<file path="src/rtl/alu_pkg.sv">
// Shared ALU control codes, datapath widths and the ID/EX bundle.
// Imported by the ID/EX stage and its forwarding mux.
package alu_pkg;

  localparam int XLEN    = 32;
  localparam int RA_W    = 5;
  localparam int CTRL_W  = 4;
  localparam int SHAMT_W = 5;

  typedef enum logic [CTRL_W-1:0] {
    ALU_ADD = 4'b0000,
    ALU_SUB = 4'b0001,
    ALU_AND = 4'b0010,
    ALU_OR  = 4'b0011,
    ALU_SLL = 4'b0100,
    ALU_SRL = 4'b0101,
    ALU_SLT = 4'b0110
  } alu_op_e;

  typedef struct packed {
    logic               valid;
    logic [XLEN-1:0]    rs_data;
    logic [XLEN-1:0]    rt_data;
    logic [XLEN-1:0]    imm;
    logic [SHAMT_W-1:0] shamt;
    logic [RA_W-1:0]    rs;
    logic [RA_W-1:0]    rt;
    logic [RA_W-1:0]    rd;
    logic [CTRL_W-1:0]  alu_ctrl;
    logic               alu_src;
    logic               shift;
    logic               regwrite;
    logic               mem_read;
  } id_ex_t;

endpackage

</file>
<file path="src/rtl/operand_fwd_mux.sv">
// 3:1 operand select: EX/MEM result, MEM/WB result or register data.
// EX/MEM is the younger producer and wins; register 0 never forwards.
module operand_fwd_mux
  import alu_pkg::*;
(
  input  logic [RA_W-1:0] src,
  input  logic [XLEN-1:0] reg_data,
  input  logic            exm_regwrite,
  input  logic [RA_W-1:0] exm_rd,
  input  logic [XLEN-1:0] exm_result,
  input  logic            mwb_regwrite,
  input  logic [RA_W-1:0] mwb_rd,
  input  logic [XLEN-1:0] mwb_result,
  output logic [XLEN-1:0] fwd_data
);

  logic exm_hit;
  logic mwb_hit;

  assign exm_hit = exm_regwrite && (exm_rd != '0) && (exm_rd == src);
  assign mwb_hit = mwb_regwrite && (mwb_rd != '0) && (mwb_rd == src);

  // Exclusive select terms so the decoder stays one-hot.
  always_comb begin
    fwd_data = reg_data;
    unique case (1'b1)
      exm_hit:              fwd_data = exm_result;
      (mwb_hit && !exm_hit): fwd_data = mwb_result;
      default:              fwd_data = reg_data;
    endcase
  end

endmodule

</file>
<file path="src/rtl/id_ex_stage.sv">
// ID/EX pipeline register with operand forwarding and load-use detect.
// alu_* outputs drive the ALU ports directly.
module id_ex_stage
  import alu_pkg::*;
(
  input  logic               clk,
  input  logic               rst_n,
  input  logic               id_valid,
  input  logic [XLEN-1:0]    id_rs_data,
  input  logic [XLEN-1:0]    id_rt_data,
  input  logic [XLEN-1:0]    id_imm,
  input  logic [SHAMT_W-1:0] id_shamt,
  input  logic [RA_W-1:0]    id_rs,
  input  logic [RA_W-1:0]    id_rt,
  input  logic [RA_W-1:0]    id_rd,
  input  logic [CTRL_W-1:0]  id_alu_ctrl,
  input  logic               id_alu_src,
  input  logic               id_shift,
  input  logic               id_regwrite,
  input  logic               id_mem_read,
  input  logic               stall,
  input  logic               flush,
  input  logic               exm_regwrite,
  input  logic [RA_W-1:0]    exm_rd,
  input  logic [XLEN-1:0]    exm_result,
  input  logic               mwb_regwrite,
  input  logic [RA_W-1:0]    mwb_rd,
  input  logic [XLEN-1:0]    mwb_result,
  output logic [XLEN-1:0]    alu_in1,
  output logic [XLEN-1:0]    alu_in2,
  output logic [CTRL_W-1:0]  alu_ctrl,
  output logic               ex_valid,
  output logic [RA_W-1:0]    ex_rd,
  output logic               ex_regwrite,
  output logic               ex_mem_read,
  output logic [XLEN-1:0]    ex_store_data,
  output logic               load_use
);

  id_ex_t          ex_d;
  id_ex_t          ex_q;
  logic [XLEN-1:0] fwd_rs;
  logic [XLEN-1:0] fwd_rt;

  operand_fwd_mux u_fwd_rs (
    .src          (ex_q.rs),
    .reg_data     (ex_q.rs_data),
    .exm_regwrite (exm_regwrite),
    .exm_rd       (exm_rd),
    .exm_result   (exm_result),
    .mwb_regwrite (mwb_regwrite),
    .mwb_rd       (mwb_rd),
    .mwb_result   (mwb_result),
    .fwd_data     (fwd_rs)
  );

  operand_fwd_mux u_fwd_rt (
    .src          (ex_q.rt),
    .reg_data     (ex_q.rt_data),
    .exm_regwrite (exm_regwrite),
    .exm_rd       (exm_rd),
    .exm_result   (exm_result),
    .mwb_regwrite (mwb_regwrite),
    .mwb_rd       (mwb_rd),
    .mwb_result   (mwb_result),
    .fwd_data     (fwd_rt)
  );

  // Next stage contents: flush beats stall; a stall refreshes operands.
  always_comb begin
    ex_d = ex_q;
    if (flush) begin
      ex_d = '0;
    end else if (stall) begin
      ex_d.rs_data = fwd_rs;
      ex_d.rt_data = fwd_rt;
    end else begin
      ex_d.valid    = id_valid;
      ex_d.rs_data  = id_rs_data;
      ex_d.rt_data  = id_rt_data;
      ex_d.imm      = id_imm;
      ex_d.shamt    = id_shamt;
      ex_d.rs       = id_rs;
      ex_d.rt       = id_rt;
      ex_d.rd       = id_rd;
      ex_d.alu_ctrl = id_alu_ctrl;
      ex_d.alu_src  = id_alu_src;
      ex_d.shift    = id_shift;
      ex_d.regwrite = id_regwrite;
      ex_d.mem_read = id_mem_read;
    end
  end

  // Stage register.
  always_ff @(posedge clk or negedge rst_n) begin
    if (!rst_n) ex_q <= '0;
    else        ex_q <= ex_d;
  end

  // Operand select into the ALU.
  always_comb begin
    alu_in1 = ex_q.shift
            ? {{(XLEN-SHAMT_W){1'b0}}, ex_q.shamt}
            : fwd_rs;
    alu_in2 = ex_q.alu_src ? ex_q.imm : fwd_rt;
  end

  assign alu_ctrl      = ex_q.alu_ctrl;
  assign ex_valid      = ex_q.valid;
  assign ex_rd         = ex_q.rd;
  assign ex_regwrite   = ex_q.regwrite;
  assign ex_mem_read   = ex_q.mem_read;
  assign ex_store_data = fwd_rt;

  // A load in EX whose target is read by the instruction in ID.
  always_comb begin
    load_use = id_valid && ex_q.valid && ex_q.mem_read
            && (ex_q.rd != '0)
            && ((ex_q.rd == id_rs) || (ex_q.rd == id_rt));
  end

endmodule

</file>
<file path="config.mk">
export PLATFORM = sky130hd
export DESIGN_NAME = id_ex_stage
export DESIGN_NICKNAME = d
export VERILOG_FILES = /design/src/rtl/alu_pkg.sv /design/src/rtl/operand_fwd_mux.sv /design/src/rtl/id_ex_stage.sv
export SDC_FILE = /design/constraint.sdc
export NUM_CORES = 1
export LEC_CHECK = 0
export BUFFER_PORTS_ARGS = -buffer_cell sky130_fd_sc_hd__buf_4
export CAP_MARGIN = 20
export CORE_MARGIN = 2
export CORE_UTILIZATION = 45
export CTS_CLUSTER_DIAMETER = 80
export DETAILED_ROUTE_END_ITERATION = 10
export GPL_TIMING_DRIVEN = 0
export PLACE_DENSITY_LB_ADDON = 0.25
export SETUP_SLACK_MARGIN = 0.5
export SYNTH_ARGS = -nofsm -noshare
export SYNTH_HDL_FRONTEND = slang
export SYNTH_SLANG_ARGS = --single-unit
</file>
<file path="constraint.sdc">
create_clock -name clk -period 2.85 [get_ports clk]
set_clock_uncertainty 0.15 [all_clocks]
set_input_delay 0.57 -clock clk [delete_from_list [all_inputs] [get_ports clk]]
set_output_delay 0.57 -clock clk [all_outputs]
set_load 0.1 [all_outputs]
</file>
==> results of run 1 <==
where the power goes:
group / switching (mW) / internal (mW) / total [mW]
Combinational: 2.03 / 1.19 / 3.21
Clock: 0.906 / 1.34 / 2.24
Sequential: 0.0770 / 1.88 / 1.96
worst reg2reg max path: stages (launching register included):
cell and delay (ps):
dfrtp_1 430, xnor2_1 140, and4_1 230, nand2_2 160, buf_4 150, clkbuf_1 610, o221ai_1 450
per-stage QoR:
step	setup TNS, ps	power, mW	hold slack, ps	setup WS [ps]
floorplan	-48270	3.76	124	-596
global placement	-79770	4.44	354	-1040
detailed placement	-74950	4.49	363	-914
CTS	-42100	7.21	19.8	-528
global route	-49590	7.57	31.9	-667
finish	-46020	7.41	-2.96	-652
registers in the layout (all words and copies together), names as in the netlist:
name	cells
ex_regwrite	1
ex_q	113
alu_ctrl	4
ex_rd	5
ex_valid	1
ex_mem_read	1
layout make-up:
type                       count  area, um2
inverter                      33        124
clock buffer                  19        453
multi-input combinational    675       6680
timing repair buffer         362       4220
tap                          229        287
buffer                        96        688
sequential                   125       3130
fill                         774       2120
clock inverter                13        140
cell families after synthesis:
family / Yosys count / synth area share
and+or+nand+nor: 318 / 0.169
AOI/OAI and AO/OA: 239 / 0.233
buffers and inverters: 129 / 0.0741
DFF: 125 / 0.384
muxes: 88 / 0.108
xor gates and xnor gates: 30 / 0.0322
cell usage in the layout, fill, tap and decap left out, types with 29 or more instances in the layout:
master	count
o31ai_4	37
clkbuf_1	37
buf_12	106
inv_1	33
buf_4	243
nand3b_1	31
a211oi_4	58
dfrtp_1	121
nand2_1	103
mux2i_1	61
nor2_2	29
nor2_1	113
o221ai_1	55
how the worst max path moves through the flow:
stage,slack [ps],endpoint,from,cells after the start
2_1_floorplan,-600,alu_in1[10],mwb_rd[0],8
3_3_place_gp,-1040,alu_in1[12],exm_rd[1],7
3_5_place_dp,-910,alu_in2[31],mwb_rd[2],8
4_1_cts,-530,alu_in2[20],mwb_rd[4],10
5_1_grt,-670,alu_in2[27],mwb_rd[4],10
6_report,-650,alu_in2[27],mwb_rd[4],10
timing repair:
action | CTS | global route
gates resized for setup | 433 | 84
pin swaps | 66 | 25
setup endpoints to repair | 163 | 147
cloned | 5 | 1
buffers inserted | 24 | 13
per-layer routing:
metal,vias to the layer above,track usage
met1,4923,0.471
met3,245,0.105
met2,831,0.690
met5,-,0
met4,0,0.229
li1,4099,-
==> impl_metrics.toml, run 1 <==
[synthesis]
ys_seq_elements = 125
yosys_warnings = 0
synth_edf_count = 0
synth_top_cells_by_count = "nor2_1 (160), dfrtp_1 (125), nand2_1 (104)"
synthArstFlopShare = 1.00
netlist_instances = 929
syn_area_um2 = 8150
synth.avg_cell_area_um2 = 8.77
yosysUniqueCellTypes = 37
yosysSeqAreaShare = 0.384
netlist.area_leader.share = 0.384
synth_area_leader_cell = "dfrtp_1"
synth_nets = 1134
dominantRegCellSynth = "dfrtp_1"
synthTopCellsByArea = "dfrtp_1 (38%), mux2i_1 (11%), nor2_1 (7.4%)"
yosysMostFrequentCell = "nor2_1"

[clock_tree]
cts_buffers = 17
insertion_delay_ps = 440
htree_levels = 4
cts_hold_buf = 0
root_buffer = "clkbuf_16"
cts.path.max_buffers = 2
clock_sinks = 125
cts_tree = "yes"
path_clk_slew_ps = 60

[sta]
worstMarginPinSlew_ps = 834
whs_ps = -2.96
finalMaxSlewViolations = 0
rsz0062_at_grt = "yes"
setup_ws_ps = -652
max_slew_margin = 0.444
post-route-min-period_ps = 3500
hold_violations = 2
setup_violations = 96
max_freq_mhz = 286
finalCritPeriodShare = 1.23

[placed_design]
place_area_um2 = 12400
place_hpwl_um = 24500
dp_cells = 1477
portBuffers = 312
place.gp.congestion = 0.918

[drt]
post_drt_wl_per_cell_um = 27.3
met3_length_um = 4400
wl_met1_um = 14500
num_vias = 10100
ant_nets = 0
wl_um = 42400
routed.top_layer = "met4"
drt_iter0_drc = 928
drcViolationCount = 0
dr_wl_met2_um = 20700
viasPerCell = 6.51
drt-pass1-iter-count = 7

[outcome]
status = "finished with violations"
violations = "negative hold slack, negative setup slack"

[finish]
syn_to_final_growth_pct = 92.8
final_util = 0.881
finish.instance_area_um2 = 15700
fin_nets = 1515
fin_cells = 1552
diodes = 0
drive_gt1_frac = 0.523

[worst_setup_path]
cp-start-kind = "primary input"
path_max_fanout = 10
cp-end-kind = "primary output"
cp_cell_sequence = "buf_8, or4_4, o21a_1, buf_6, buf_4, buf_6, a31oi_2, a211oi_4, o31ai_4, buf_12"
worstReg2RegStart = "ex_q[21]"
arrival_ps = 2780
crit_top_cell = "buf_6"
r2r_end = "ex_q[119]"
crit_buf_inv = 5
critPathKind = "in -> out"
r2r_slack_ps = 280
worstPathRequired_ps = 2130
reg2regPathDepth = 6
slowest_stage = "or4_4"
crit_family = "compound AO/OA/AOI/OAI gates"
slowest_delay_ps = 530

[die]
io_pins = 314
core_area_um2 = 17800
die_h_um = 139
rows = 49
die_area_um2 = 19200
die_w_um = 139
initial_core_util = 0.457

[global_route]
grt_pass1_vias = 10900
grt_pass1_wl_um = 60700
track_usage = 0.407
antenna_found_initial = 0
grt_max_degree = 69
grt_overflow = 0

[min_path]
hold_path_class = "in -> async"

[power]
power_density_nw_per_um2 = 472
ir_drop_uv = 466
p_leak_nw = 6.60

[job]
cap_violations = 0
Note: power is estimated with default switching activity, not from simulation.
==> run 2, diff against run 1 <==
--- a/config.mk
+++ b/config.mk
@@ -8,12 +8,13 @@
 export BUFFER_PORTS_ARGS = -buffer_cell sky130_fd_sc_hd__buf_4
 export CAP_MARGIN = 20
 export CORE_MARGIN = 2
-export CORE_UTILIZATION = 45
+export CORE_UTILIZATION = 46
+export CTS_BUF_LIST = sky130_fd_sc_hd__clkbuf_8
 export CTS_CLUSTER_DIAMETER = 80
 export DETAILED_ROUTE_END_ITERATION = 10
 export GPL_TIMING_DRIVEN = 0
 export PLACE_DENSITY_LB_ADDON = 0.25
-export SETUP_SLACK_MARGIN = 0.5
+export SETUP_SLACK_MARGIN = 0.4
 export SYNTH_ARGS = -nofsm -noshare
 export SYNTH_HDL_FRONTEND = slang
 export SYNTH_SLANG_ARGS = --single-unit
==> run 2 against run 1 <==
The run ends with negative setup slack left. Flip-flop and latch count is the same. Final area decreased by 0.47%. Fmax rose by 0.79%. Non-clock buffer count grew 1. Global-route usage up 2.0 points. Sequential share of layout area is 0.094 points higher. Utilization is 2.3 points higher. Die area fell by 2.1%. Sequential power barely moved. Routed wire length up 0.31%. Register-to-register slack better by 200 ps. First-iteration DRC count increased by 23%. Highest routed layer unchanged.
==> impl_metrics.toml, run 2 (synthesized netlist as in run 1, its figures left out) <==
[finish]
syn_to_final_growth_pct = 91.9
regMostFlops = "ex_q"
fin_nets = 1516
drive_gt1_frac = 0.514
largest_reg_flops = 113
final_common_cell = "buf_4"
final_cell_mix = "buf_4 (244), dfrtp_1 (121), nor2_1 (113)"
final_util = 0.904

[power]
p_leak_nw = 6.59
power_density_nw_per_um2 = 453
ir_drop_uv = 309
total_power_mw = 7.09

[sta]
post-route-min-period_ps = 3470
finalCritPeriodShare = 1.22
finalMaxSlewViolations = 0
max_slew_margin = 0.301
setup_violations = 96
worstMarginPinSlew_ps = 1050
max_freq_mhz = 288
hold_violations = 0
rsz0062_at_grt = "yes"
whs_ps = 159
setup_ws_ps = -625

[die]
initial_core_util = 0.471
core_area_um2 = 17300
die_h_um = 137
io_pins = 314
die_w_um = 137
rows = 48
die_area_um2 = 18800

[global_route]
grt_max_degree = 69
grt_pass1_vias = 10500
antenna_found_initial = 1
track_usage = 0.427
grt_pass1_wl_um = 60100
grt_overflow = 0

[worst_setup_path]
critPathKind = "in -> out"
crit_top_cell = "buf_12"
cp_cell_sequence = "buf_8, or4_4, o21a_1, buf_6, and3_4, buf_12, buf_16, a211oi_4, nor2_2, buf_12"
arrival_ps = 2750
slowest_delay_ps = 520
crit_family = "simple AND/OR/NAND/NOR gates"
cp-start-kind = "primary input"
worstPathRequired_ps = 2130
path_max_fanout = 10
cp-end-kind = "primary output"
crit_buf_inv = 5
slowest_stage = "or4_4"

[drt]
wl_met1_um = 14200
viasPerCell = 6.63
num_vias = 10300
met3_length_um = 4720
drcViolationCount = 0
wl_um = 42600
drt_iter0_drc = 1137
routed.top_layer = "met4"
post_drt_wl_per_cell_um = 27.5
drt-pass1-iter-count = 5
ant_nets = 0
dr_wl_met2_um = 20700

[outcome]
status = "finished with violations"
violations = "negative setup slack"

[clock_tree]
cts.path.max_buffers = 2
clock_sinks = 125
htree_levels = 4
path_clk_slew_ps = 90
cts_buffers = 17
insertion_delay_ps = 470
cts_tree = "yes"
root_buffer = "clkbuf_8"

[job]
cap_violations = 0

[placed_design]
portBuffers = 312
place.gp.congestion = 0.910
place_hpwl_um = 24600

[min_path]
hold_path_class = "in -> reg"
[run 2: cell count changes in the layout (fill, tap and decap cells not counted), moves of 4 or more]
cell and change:
a31oi_2 +4, a31oi_4 -6, buf_2 -5, buf_6 +6
buf_8 -6, clkbuf_1 +6, clkbuf_16 -15, clkbuf_2 -6
clkbuf_4 -5, clkbuf_8 +22, o221ai_1 +7, o221ai_2 -7
[run 2: what timing repair did]
| item | 4_1_cts | 5_1_grt |
|---|---|---|
| gates resized for setup | 458 | 60 |
| hold buffers | 1 | 0 |
| setup endpoints to repair | 129 | 127 |
| buffers inserted | 31 | 8 |
| hold endpoints to repair | 57 | 0 |
| cloned | 3 | 1 |
| pin swaps | 59 | 19 |
[run 2: worst register-to-register path: cells and delay by family, from the launching register on]
| family | cells | cell delay [ps] |
|---|---|---|
| buffers and inverters | 6 | 850 |
| and+or+nand+nor | 2 | 290 |
| xor gates and xnor gates | 1 | 170 |
| muxes | 1 | 210 |
| DFF | 1 | 420 |
| AOI/OAI and AO/OA | 1 | 190 |
[run 2: through the flow]
stage	TNS (ps)	setup slack [ps]	cell area (um2)	cells
after floorplan	-48270	-596	9630	929
after global placement	-74740	-1010	12300	1466
after detailed placement	-70230	-933	12400	1473
after CTS	-41720	-495	15300	1540
after global routing	-49780	-637	15600	1550
final	-46430	-625	15600	1550
[run 2: routing by layer]
| metal | track usage | vias to the layer above |
|---|---|---|
| li1 | - | 4083 |
| met1 | 0.490 | 5042 |
| met2 | 0.702 | 889 |
| met3 | 0.118 | 266 |
| met4 | 0.271 | 0 |
| met5 | 0 | - |
[run 2: final timing paths]
kind,from,end,slack [ps],cells past startpoint
worst max-delay path,mwb_rd[0],ex_store_data[15],-620,10
worst min-delay path,id_rs_data[5],ex_q[97],160,3
worst max register to register,ex_q[19],ex_q[106],480,11
worst min register to register,alu_ctrl[2],alu_ctrl[2],390,2
max in group asynchronous,rst_n,ex_q[91],1250,3
min in group asynchronous,rst_n,ex_q[35],480,2
[run 2: cell type report]
type | count | area (um2)
clock buffers | 19 | 262
diodes | 1 | 2.50
clock inverters | 13 | 196
well taps | 225 | 282
inverters | 33 | 124
plain buffers | 96 | 788
flip-flops and latches | 125 | 3130
repair buffers | 363 | 4220
multi-input cells | 675 | 6640
fillers | 709 | 1650
[run 2: report_power, final]
group / total [mW] / switching, mW / internal, mW
logic: 3.23 / 2.03 / 1.21
registers: 1.96 / 0.0799 / 1.88
clock network: 1.89 / 0.817 / 1.08
total: 7.09 / 2.92 / 4.16
==> run 3, diff against run 2 <==
--- a/config.mk
+++ b/config.mk
@@ -14,7 +14,7 @@
 export DETAILED_ROUTE_END_ITERATION = 10
 export GPL_TIMING_DRIVEN = 0
 export PLACE_DENSITY_LB_ADDON = 0.25
-export SETUP_SLACK_MARGIN = 0.4
+export SETUP_SLACK_MARGIN = 0.2
 export SYNTH_ARGS = -nofsm -noshare
 export SYNTH_HDL_FRONTEND = slang
 export SYNTH_SLANG_ARGS = --single-unit
==> run 3 against run 2 <==
Global-route usage decreased by 0.57 points. Die area unchanged. Hold slack got worse by 14 ps. The run still ends with negative setup slack left. Register-to-register slack got worse by 120 ps. Final area about the same. Flip-flop and latch count unchanged. Clock power decreased by 7%. Setup slack improved by 12 ps. Sequential share of layout area about the same. Non-clock buffer count increased by 17. Count of clock-buffer cells in the layout unchanged.
==> impl_metrics.toml, run 3 (synthesized netlist as in run 1, its figures left out) <==
[clock_tree]
cts_buffers = 17
path_clk_slew_ps = 80
insertion_delay_ps = 470
cts.path.max_buffers = 2
root_buffer = "clkbuf_8"
htree_levels = 4
cts_tree = "yes"
clock_sinks = 125

[worst_setup_path]
cp_cell_sequence = "buf_8, or4_1, o21a_1, buf_6, nand3_4, buf_12, buf_12, buf_16, mux2i_4, a211oi_4, buf_12"
slowest_stage = "or4_1"
arrival_ps = 2740
worstPathRequired_ps = 2130
cp-end-kind = "primary output"
crit_buf_inv = 6
path_max_fanout = 7
critPathKind = "in -> out"
slowest_delay_ps = 520
crit_family = "buffers and inverters"
r2r_slack_ps = 360
cp-start-kind = "primary input"
crit_top_cell = "buf_12"

[die]
io_pins = 314
die_h_um = 137
die_area_um2 = 18800
initial_core_util = 0.471
core_area_um2 = 17300
die_w_um = 137
rows = 48

[global_route]
antenna_found_initial = 0
grt_pass1_wl_um = 59600
track_usage = 0.421
grt_max_degree = 86
grt_overflow = 0
grt_pass1_vias = 10700

[drt]
viasPerCell = 6.57
post_drt_wl_per_cell_um = 27.1
drcViolationCount = 0
wl_um = 42500
drt-pass1-iter-count = 8
drt_iter0_drc = 1166
ant_nets = 0
num_vias = 10300

[power]
p_leak_nw = 6.62
swShare = 0.424
combPwrFrac = 0.465
total_power_mw = 6.94
ir_drop_uv = 356
p_sw_mw = 2.94
internal_power_mw = 4.00
pwr-share-clk = 0.253
seqPwrFrac = 0.282
power_density_nw_per_um2 = 444

[placed_design]
portBuffers = 312
place_hpwl_um = 24800
dp_cells = 1473
place.gp.congestion = 0.895
place_area_um2 = 12400

[finish]
drive_gt1_frac = 0.515
final_cell_mix = "buf_4 (262), dfrtp_1 (121), nor2_1 (111)"
fin_cells = 1566
final_common_cell = "buf_4"
fin_nets = 1533
regMostFlops = "ex_q"
largest_reg_flops = 113
finish.instance_area_um2 = 15600
final_util = 0.904
syn_to_final_growth_pct = 91.8
diodes = 0

[outcome]
status = "finished with violations"
violations = "negative setup slack"

[sta]
hold_violations = 0
rsz0062_at_grt = "yes"
setup_ws_ps = -613
post-route-min-period_ps = 3460
whs_ps = 145
max_freq_mhz = 289
worstMarginPinSlew_ps = 1030
max_slew_margin = 0.313
finalCritPeriodShare = 1.22
setup_violations = 96
finalMaxSlewViolations = 0

[job]
cap_violations = 0

[min_path]
hold_path_class = "in -> reg"
==> run 3: cell types whose count changed in the layout (fill, tap and decap cells not counted), moves of 6 or more <==
| cell | before | now |
|---|---|---|
| buf_4 | 244 | 262 |
| a21oi_1 | 20 | 31 |
| buf_8 | 6 | 12 |
| a21oi_2 | 9 | 0 |
| buf_6 | 22 | 16 |
==> run 3: worst paths after layout <==
path | cells past startpoint | startpoint | endpoint
max | 11 | mwb_rd[0] | alu_in1[13]
min | 3 | id_rs_data[27] | ex_q[119]
max reg2reg | 9 | ex_q[14] | ex_q[75]
min reg2reg | 2 | ex_q[23] | ex_q[23]
max in group asynchronous | 3 | rst_n | ex_q[120]
min in group asynchronous | 2 | rst_n | ex_q[34]
==> run 3: metal layers <==
layer | wire, um | vias to the layer above | share of wire | global-route usage
met4 | 3040 | 0 | 0.071 | 0.250
met5 | 0 | - | 0 | 0
met3 | 4900 | 278 | 0.12 | 0.119
met2 | 20500 | 901 | 0.48 | 0.699
li1 | - | 4126 | - | -
met1 | 14000 | 4978 | 0.33 | 0.484
==> run 3: cell type report <==
type	count	area [um2]
Buffer	96	758
Clock buffer	19	262
Clock inverter	13	164
Fill cell	705	1660
Inverter	33	124
Multi-Input combinational cell	675	6580
Sequential cell	125	3130
Tap cell	225	282
Timing Repair Buffer	380	4330
==> run 3: worst min-delay path: cells and delay by family <==
kind,cells,cell delay (ps)
buffers and inverters,1,70
and+or+nand+nor,1,30
AOI/OAI and AO/OA,1,50
==> run 3: stage by stage <==
step | TNS, ps | setup slack [ps]
after global routing | -52180 | -650
after detailed placement | -71670 | -930
after global placement | -75410 | -1040
after CTS | -41750 | -511
after floorplan | -48270 | -596
final | -48180 | -613
==> run 3: timing repair <==
action | in CTS | in global routing
hold endpoints to repair | 40 | 0
cloned | 3 | 3
pin swaps | 56 | 27
endpoints found under the setup margin | 99 | 97
hold buffers | 1 | 0
resized for setup | 439 | 61
setup buffers | 31 | 23
==> run 3: power by group through the flow <==
stage | logic, mW | registers, mW | clock network, mW
6_report | 3.23 | 1.96 | 1.76
2_1_floorplan | 1.78 | 1.97 | 0
3_3_place_gp | 2.47 | 1.96 | 0
4_1_cts | 3.05 | 1.94 | 1.73
3_5_place_dp | 2.52 | 1.97 | 0
5_1_grt | 3.30 | 1.97 | 1.82
